`config.mk`:
```
export PLATFORM = sky130hd
export DESIGN_NAME = horn_trigger
export DESIGN_NICKNAME = d
export VERILOG_FILES = /design/src/rtl/horn_trigger.sv
export SDC_FILE = /design/constraint.sdc
export NUM_CORES = 1
export LEC_CHECK = 0
export ABC_AREA = 1
export CORE_MARGIN = 3
export CORE_UTILIZATION = 25
export CTS_CLUSTER_DIAMETER = 100
export DETAILED_ROUTE_END_ITERATION = 10
export GPL_TIMING_DRIVEN = 0
export PLACE_DENSITY_LB_ADDON = 0.05
export SYNTH_ARGS = -nofsm -noshare
export SYNTH_HDL_FRONTEND = slang
export SYNTH_SLANG_ARGS = --single-unit
```
`constraint.sdc`:
```
create_clock -name c50M -period 2.11 [get_ports c50M]
set_clock_uncertainty 0.05 [all_clocks]
set_input_delay 0.211 -clock c50M [delete_from_list [all_inputs] [get_ports c50M]]
set_output_delay 0.211 -clock c50M [all_outputs]
set_load 0.005 [all_outputs]
```
`src/rtl/horn_trigger.sv`:
```
// Horn pushbutton front end: synchroniser, debounce and horn-enable FSM feeding the sawtooth DAC.
// Optional timeout lockout is compiled in with `define HORN_TIMEOUT_EN.
module horn_trigger #(
  parameter int unsigned DEBOUNCE_CYCLES = 500000,
  parameter int unsigned BEEP_ON_CYCLES  = 12500000,
  parameter int unsigned BEEP_OFF_CYCLES = 12500000,
  parameter int unsigned MIN_ON_CYCLES   = 25000000,
  parameter int unsigned MAX_ON_CYCLES   = 1500000000
) (
  input  logic c50M,
  input  logic nReset,
  input  logic ButtonRaw,
  input  logic Cadence,
  output logic ButtonClean,
  output logic HornEnable,
  output logic Fault
);

  localparam int unsigned ST_MAX_A = (BEEP_ON_CYCLES > BEEP_OFF_CYCLES) ? BEEP_ON_CYCLES : BEEP_OFF_CYCLES;
  localparam int unsigned ST_MAX   = (MIN_ON_CYCLES > ST_MAX_A) ? MIN_ON_CYCLES : ST_MAX_A;
  localparam int DB_W = $clog2(DEBOUNCE_CYCLES + 1);
  localparam int ST_W = $clog2(ST_MAX) + 1;

  localparam logic [DB_W-1:0] DB_LAST  = DB_W'(DEBOUNCE_CYCLES - 1);
  localparam logic [ST_W-1:0] ON_LAST  = ST_W'(BEEP_ON_CYCLES - 1);
  localparam logic [ST_W-1:0] OFF_LAST = ST_W'(BEEP_OFF_CYCLES - 1);
  localparam logic [ST_W-1:0] MIN_LAST = ST_W'(MIN_ON_CYCLES - 1);

  typedef enum logic [1:0] {IDLE, SOUND, GAP, LOCKOUT} state_t;

  logic            sync1_q, sync2_q;
  logic [DB_W-1:0] db_cnt_q;
  logic            clean_q;
  state_t          state_q, state_d;
  logic            mode_q;
  logic [ST_W-1:0] timer_q;
  logic            horn_q;

  always_ff @(posedge c50M) begin
    if (!nReset) begin
      sync1_q  <= 1'b0;
      sync2_q  <= 1'b0;
      db_cnt_q <= '0;
      clean_q  <= 1'b0;
    end else begin
      sync1_q <= ButtonRaw;
      sync2_q <= sync1_q;
      if (sync2_q == clean_q) begin
        db_cnt_q <= '0;
      end else if (db_cnt_q == DB_LAST) begin
        clean_q  <= ~clean_q;
        db_cnt_q <= '0;
      end else begin
        db_cnt_q <= db_cnt_q + DB_W'(1);
      end
    end
  end

`ifdef HORN_TIMEOUT_EN
  localparam int TT_W = $clog2(MAX_ON_CYCLES) + 1;
  localparam logic [TT_W-1:0] TT_LAST = TT_W'(MAX_ON_CYCLES - 1);

  logic [TT_W-1:0] total_q;
  logic            fault_q;
`endif

  always_comb begin
    state_d = state_q;
    case (state_q)
      IDLE: begin
        if (clean_q) state_d = SOUND;
      end
      SOUND: begin
        // Pulsed beeps always run to completion; the level at expiry picks GAP or IDLE.
        if (mode_q) begin
          if (timer_q == ON_LAST) state_d = clean_q ? GAP : IDLE;
        end else if (!clean_q && (timer_q >= MIN_LAST)) begin
          state_d = IDLE;
        end
      end
      GAP: begin
        if (!clean_q)                 state_d = IDLE;
        else if (timer_q == OFF_LAST) state_d = SOUND;
      end
`ifdef HORN_TIMEOUT_EN
      LOCKOUT: begin
        if (!clean_q) state_d = IDLE;
      end
`endif
      default: state_d = IDLE;
    endcase
`ifdef HORN_TIMEOUT_EN
    if (((state_q == SOUND) || (state_q == GAP)) && (total_q == TT_LAST)) state_d = LOCKOUT;
`endif
  end

  always_ff @(posedge c50M) begin
    if (!nReset) begin
      state_q <= IDLE;
      timer_q <= '0;
      mode_q  <= 1'b0;
      horn_q  <= 1'b0;
    end else begin
      state_q <= state_d;
      if (state_d != state_q)  timer_q <= '0;
      else if (timer_q != '1)  timer_q <= timer_q + ST_W'(1);
      if ((state_q == IDLE) && (state_d == SOUND)) mode_q <= Cadence;
      horn_q <= (state_d == SOUND);
    end
  end

`ifdef HORN_TIMEOUT_EN
  always_ff @(posedge c50M) begin
    if (!nReset) begin
      total_q <= '0;
      fault_q <= 1'b0;
    end else begin
      // Held at zero while idle, so every activation starts its budget afresh.
      if (state_q == IDLE)
        total_q <= '0;
      else if (((state_q == SOUND) || (state_q == GAP)) && (total_q != '1))
        total_q <= total_q + TT_W'(1);
      fault_q <= (state_d == LOCKOUT);
    end
  end

  assign Fault = fault_q;
`else
  assign Fault = 1'b0;
`endif

  assign ButtonClean = clean_q;
  assign HornEnable  = horn_q;

endmodule

```
# ---- Word-level counts from Yosys, hierarchy flattened
# Cells that the tools add are included.
dict set report word_totals {
  regBits 52
  output_inout_bits 3
}
dict set report classes {
  addsub 2
  magnitude_cmp 1
  eq_ne 8
  muxes 8
  bitwise_logic 3
  reduce_logical 7
}
# cell n
set ops {}
lappend ops {{adder 26 x 1 -> 26 bit (second input constant)} 1}
lappend ops {{== test 26 x 24 -> 1 bit (second input constant)} 1}
lappend ops {{>= comparator 26 x 25 -> 1 bit (second input constant)} 1}
lappend ops {{!= test 26 bit (second input constant)} 1}
lappend ops {{adder 19 x 1 -> 19 bit (second input constant)} 1}
lappend ops {{== test 19 bit (second input constant)} 1}
lappend ops {{two-way mux 2 bit} 7}
lappend ops {{one-hot mux 2 bit (3 select lines)} 1}
lappend ops {{== test 2 x 1 -> 1 bit (second input constant)} 2}
lappend ops {{inverter 1 bit} 3}
lappend ops {{OR reduction 3 bit} 1}
lappend ops {{== test 2 bit (second input constant)} 1}
lappend ops {{logical AND 1 bit} 2}
lappend ops {{logical NOT 2 bit} 1}
lappend ops {{!= test 2 bit} 1}
lappend ops {{AND reduction 2 bit} 1}
lappend ops {{OR reduction 2 bit} 1}
lappend ops {{== test 1 bit} 1}
lappend ops {{logical NOT 1 bit} 1}

# ---- Depth between registers and ports, before layout
dict set report depth {
  word_depth 7
  ltp_mapped 14
  depth_no_buf 12
}

# ---- Least setup slack after synthesis
# Ideal clock, no wire load.
dict set report synth_timing {
  kind {register to register}
  start {register timer_q[0]}
  end {register timer_q[5]}
  setup_ns 0.124
  arrival_time_ns 1.593
  slack_ns 0.343
  stages_incl_launch_ff 14
  path_buffers 1
  period_less_slack_ns 1.767
  path_cell_list {dfxtp_1 ha_1 nand2_2 inv_2 nand2_2 nor2_2 nand3_1 nand2_1 inv_1 nand2_2 nand2_1 nand3_4 buf_12 nor2_4}
}
dict set report synth_between {
  elab_chain_len 7
  elab_cells_between_ends 13
  classes_between {add/sub (1); order compare (1); eq/ne (3); mux (6); reduce/logical (2)}
}
# element line
set synth_lines {}
lappend synth_lines {{start, declared} 36} ;# logic [ST_W-1:0] timer_q;
lappend synth_lines {{start signal, assigned} 106} ;# else if (timer_q != '1) timer_q <= timer_q + ST_W'(1);
lappend synth_lines {{>= comparator 26 x 25 -> 1 bit} 77} ;# end else if (!clean_q && (timer_q >= MIN_LAST)) begin
lappend synth_lines {{logical AND 1 bit} 77}
lappend synth_lines {{two-way mux 2 bit} 77}
lappend synth_lines {{two-way mux 2 bit} 75} ;# if (mode_q) begin
lappend synth_lines {{one-hot mux 2 bit (3 select lines)} 69} ;# case (state_q)
lappend synth_lines {{!= test 2 bit} 105} ;# if (state_d != state_q) timer_q <= '0;
lappend synth_lines {{OR reduction 2 bit (no line)} n/a}
# Parallel ways exist; a longest one is shown, timed or not.
# A chain may end at the register's enable or synchronous reset.

# ---- Worst setup path after layout
dict set report layout_timing {
  start {register timer_q[0]}
  end {register timer_q[23]}
}
# Same word-level chain as after synthesis.

==> flow_metrics.py <==
metrics = {
    "placed_design": {
        "dp_hpwl_mm": 6.18,
        "portBuffers": 5,
        "gp_congestion": 0.836,
        "placed_cell_area_um2": 3410,
    },
    "routing": {
        "vias": 2665,
        "drc": 0,
        "drt_iter0_markers": 121,
        "wirelength_mm": 8.03,
        "wire_per_inst_um": 12.7,
        "drtAntennaViolNets": 0,
        "drt_pass1_iterations": 4,
        "drt-vias-per-instance": 4.22,
    },
    "pwr": {
        "vdd_ir_drop_max_v": 0.000295,
        "leakagePower_uw": 0.00144,
        "power_density_nw_per_um2": 520,
        "fin_total_pwr_uw": 1910,
    },
    "cts": {
        "tritoncts": "done",
        "cts.path.max_buffers": 2,
        "cts.sinks": 52,
        "clk_latency_ns": 0.30,
        "htreeDepth": 2,
        "cts-root-buf": "clkbuf_16",
        "clk_pin_slew_ns": 0.07,
        "numCtsBuffers": 5,
    },
    "logic_synthesis": {
        "synth.avg_cell_area_um2": 7.09,
        "yosys_warnings": 0,
        "ys_dominant_reg_cell": "dfxtp_1",
        "yosys_register_bits": 52,
        "synth_common_cells": "nand2_1 (88), nor2_1 (85), inv_1 (55)",
        "synth_nets": 451,
        "netlist.area_leader.share_pct": 33.0,
        "ys_types": 34,
        "yosysMostFrequentCell": "nand2_1",
        "yosys-top-cells-area": "dfxtp_1 (33%), nand2_1 (10%), nor2_1 (10%)",
        "syn_area_um2": 3150,
        "synth-async-reset-ratio_pct": 0,
        "synth_area_leader_cell": "dfxtp_1",
        "synth-edff-count": 0,
        "syn_inst": 445,
        "yosysSeqAreaShare_pct": 33.0,
    },
    "sta": {
        "fmax_mhz": 513,
        "min_period_over_period_pct": 92.4,
        "maxSlewViolCount": 0,
        "hold_viol_final": 0,
        "rsz0062_at_grt": "false",
        "tns_ns": 0,
        "setup_viol": 0,
        "period_minus_slack_ns": 1.95,
    },
    "global_route": {
        "overflow": 0,
        "grt_use_total_pct": 11.8,
        "grt_pass1_wl_mm": 13.2,
        "grt_max_degree": 17,
        "grt_pass1_vias": 2574,
        "antenna_found_initial": 0,
    },
    "floorplanning": {
        "die-area_um2": 14000,
        "dieWidth_um": 118,
        "io-pin-count": 7,
        "core_area_um2": 12200,
        "die_h_um": 118,
        "initial_utilization_pct": 25.9,
        "fp-row-count": 40,
    },
    "critical_path": {
        "crit_required_ns": 2.25,
        "crit_chain": "ha_4 > nand2_2 > nor2_1 > nand2_1 > nor2_1 > nand4_1 > nand3_2 > nand2_2 > nand3_4 > buf_12 > nor2_4",
        "worst_setup_path_end_kind": "flop",
        "critPathLaunch": "timer_q[0]$_SDFFE_PP0P_",
        "cp-start-kind": "flop",
        "crit_type": "flop to flop",
        "slowest_delay_ns": 0.39,
        "cp_data_arrival_time_ns": 2.09,
        "critPathBufInv": 1,
        "cp_slowest_cell": "dfxtp_4",
        "crit_family": "simple AND/OR/NAND/NOR gates",
        "r2r_start": "timer_q[0]$_SDFFE_PP0P_",
        "crit_fanout": 10,
    },
    "cells_and_area": {
        "antenna_cells": 0,
        "layout.nets": 468,
        "syn_to_final_growth_pct": 16.6,
        "finalInstanceArea_um2": 3680,
        "drive_above_1_share_pct": 18.4,
        "final_util_pct": 30.2,
    },
    "worst_hold_path": {
        "min_path_type": "flop to flop",
        "worstHoldStart": "sync1_q$_SDFF_PN0_",
    },
    "flow_run": {
        "cap_violations": 0,
    },
    "outcome": {
        "status": "complete, no violations",
    },
}
-- cell usage in the layout, fill, tap and decap left out, types with 6 or more instances in the layout --
cell type,instances
nand2_1,87
nor3_1,13
clkbuf_16,6
a21oi_1,12
nand2_2,8
inv_1,55
nor3b_1,6
buf_4,7
nor2_1,82
xor2_1,21
dfxtp_1,49
nand3_1,11
nand4_1,16
nor2_4,25
-- registers in the layout (all words and copies together) (netlist names) --
signal       flops
timer_q         26
db_cnt_q        19
state_q          2
ButtonClean      1
HornEnable       1
mode_q           1
sync1_q          1
sync2_q          1
-- per-layer routing --
layer	routed length [um]	track usage, %
met2	3630	18.4
met1	4020	16.1
met4	98	2.93
met3	282	3.35
met5	0	0
-- cell type report --
class	count	area [um2]
tap	168	210
buffer	10	90.1
timing repair buffer	9	97.6
sequential	52	1050
clock buffer	5	125
fill	1375	8480
inverter	59	221
clock inverter	3	18.8
multi-input combinational	325	1860
-- stage by stage --
step           setup slack (ns)  hold WS, ns  std cells
2_1_floorplan             0.343        0.254        445
3_3_place_gp             -0.144        0.345        618
3_5_place_dp             -0.136        0.361        618
4_1_cts                0.000439        0.378        626
5_1_grt                0.000772        0.392        631
6_report                  0.161        0.371        631
-- tightest hold or removal path: cells and delay by family, from the launching register on --
family                 cells  cell delay [ns]
DFF                        1             0.31
and+or+nand+nor            1             0.05
buffers and inverters      1             0.04
-- repair_timing --
item,in CTS,in global routing
cloned,0,2
buffers inserted,0,3
gates resized for setup,3,14
hold buffers,0,0
pin swaps,0,2
endpoints found under the setup margin,26,28
-- logic make-up (layout without fill, tap and decap cells) --
group           after synthesis  in the layout  synth area share, %
xor+xnor                     26             26                 7.22
fa+ha+maj                     2              2                0.793
compound gates               20             20                 3.37
flops                        52             52                 33.0
buf+inv                      69             86                 9.88
simple gates                275            276                 45.6
other cells                   1              1                0.119
-- path summary, 6_finish.rpt --
path                                            endpoint  slack, ns  cells after the start
worst min-delay path                  sync2_q$_SDFF_PN0_       0.37                      2
worst max register to register  timer_q[23]$_SDFFE_PP0P_       0.16                     11
worst min register to register        sync2_q$_SDFF_PN0_       0.37                      2
worst max-delay path            timer_q[23]$_SDFFE_PP0P_       0.16                     11
-- where the power goes --
| part | internal (uW) | total, uW | switching [uW] | leakage [uW] |
|---|---|---|---|---|
| Clock | 439 | 830 | 391 | 0.0000736 |
| Sequential | 988 | 999 | 11.1 | 0.000421 |
| Combinational | 36.5 | 82.0 | 45.5 | 0.000946 |
(Power assumes the default switching activity.)
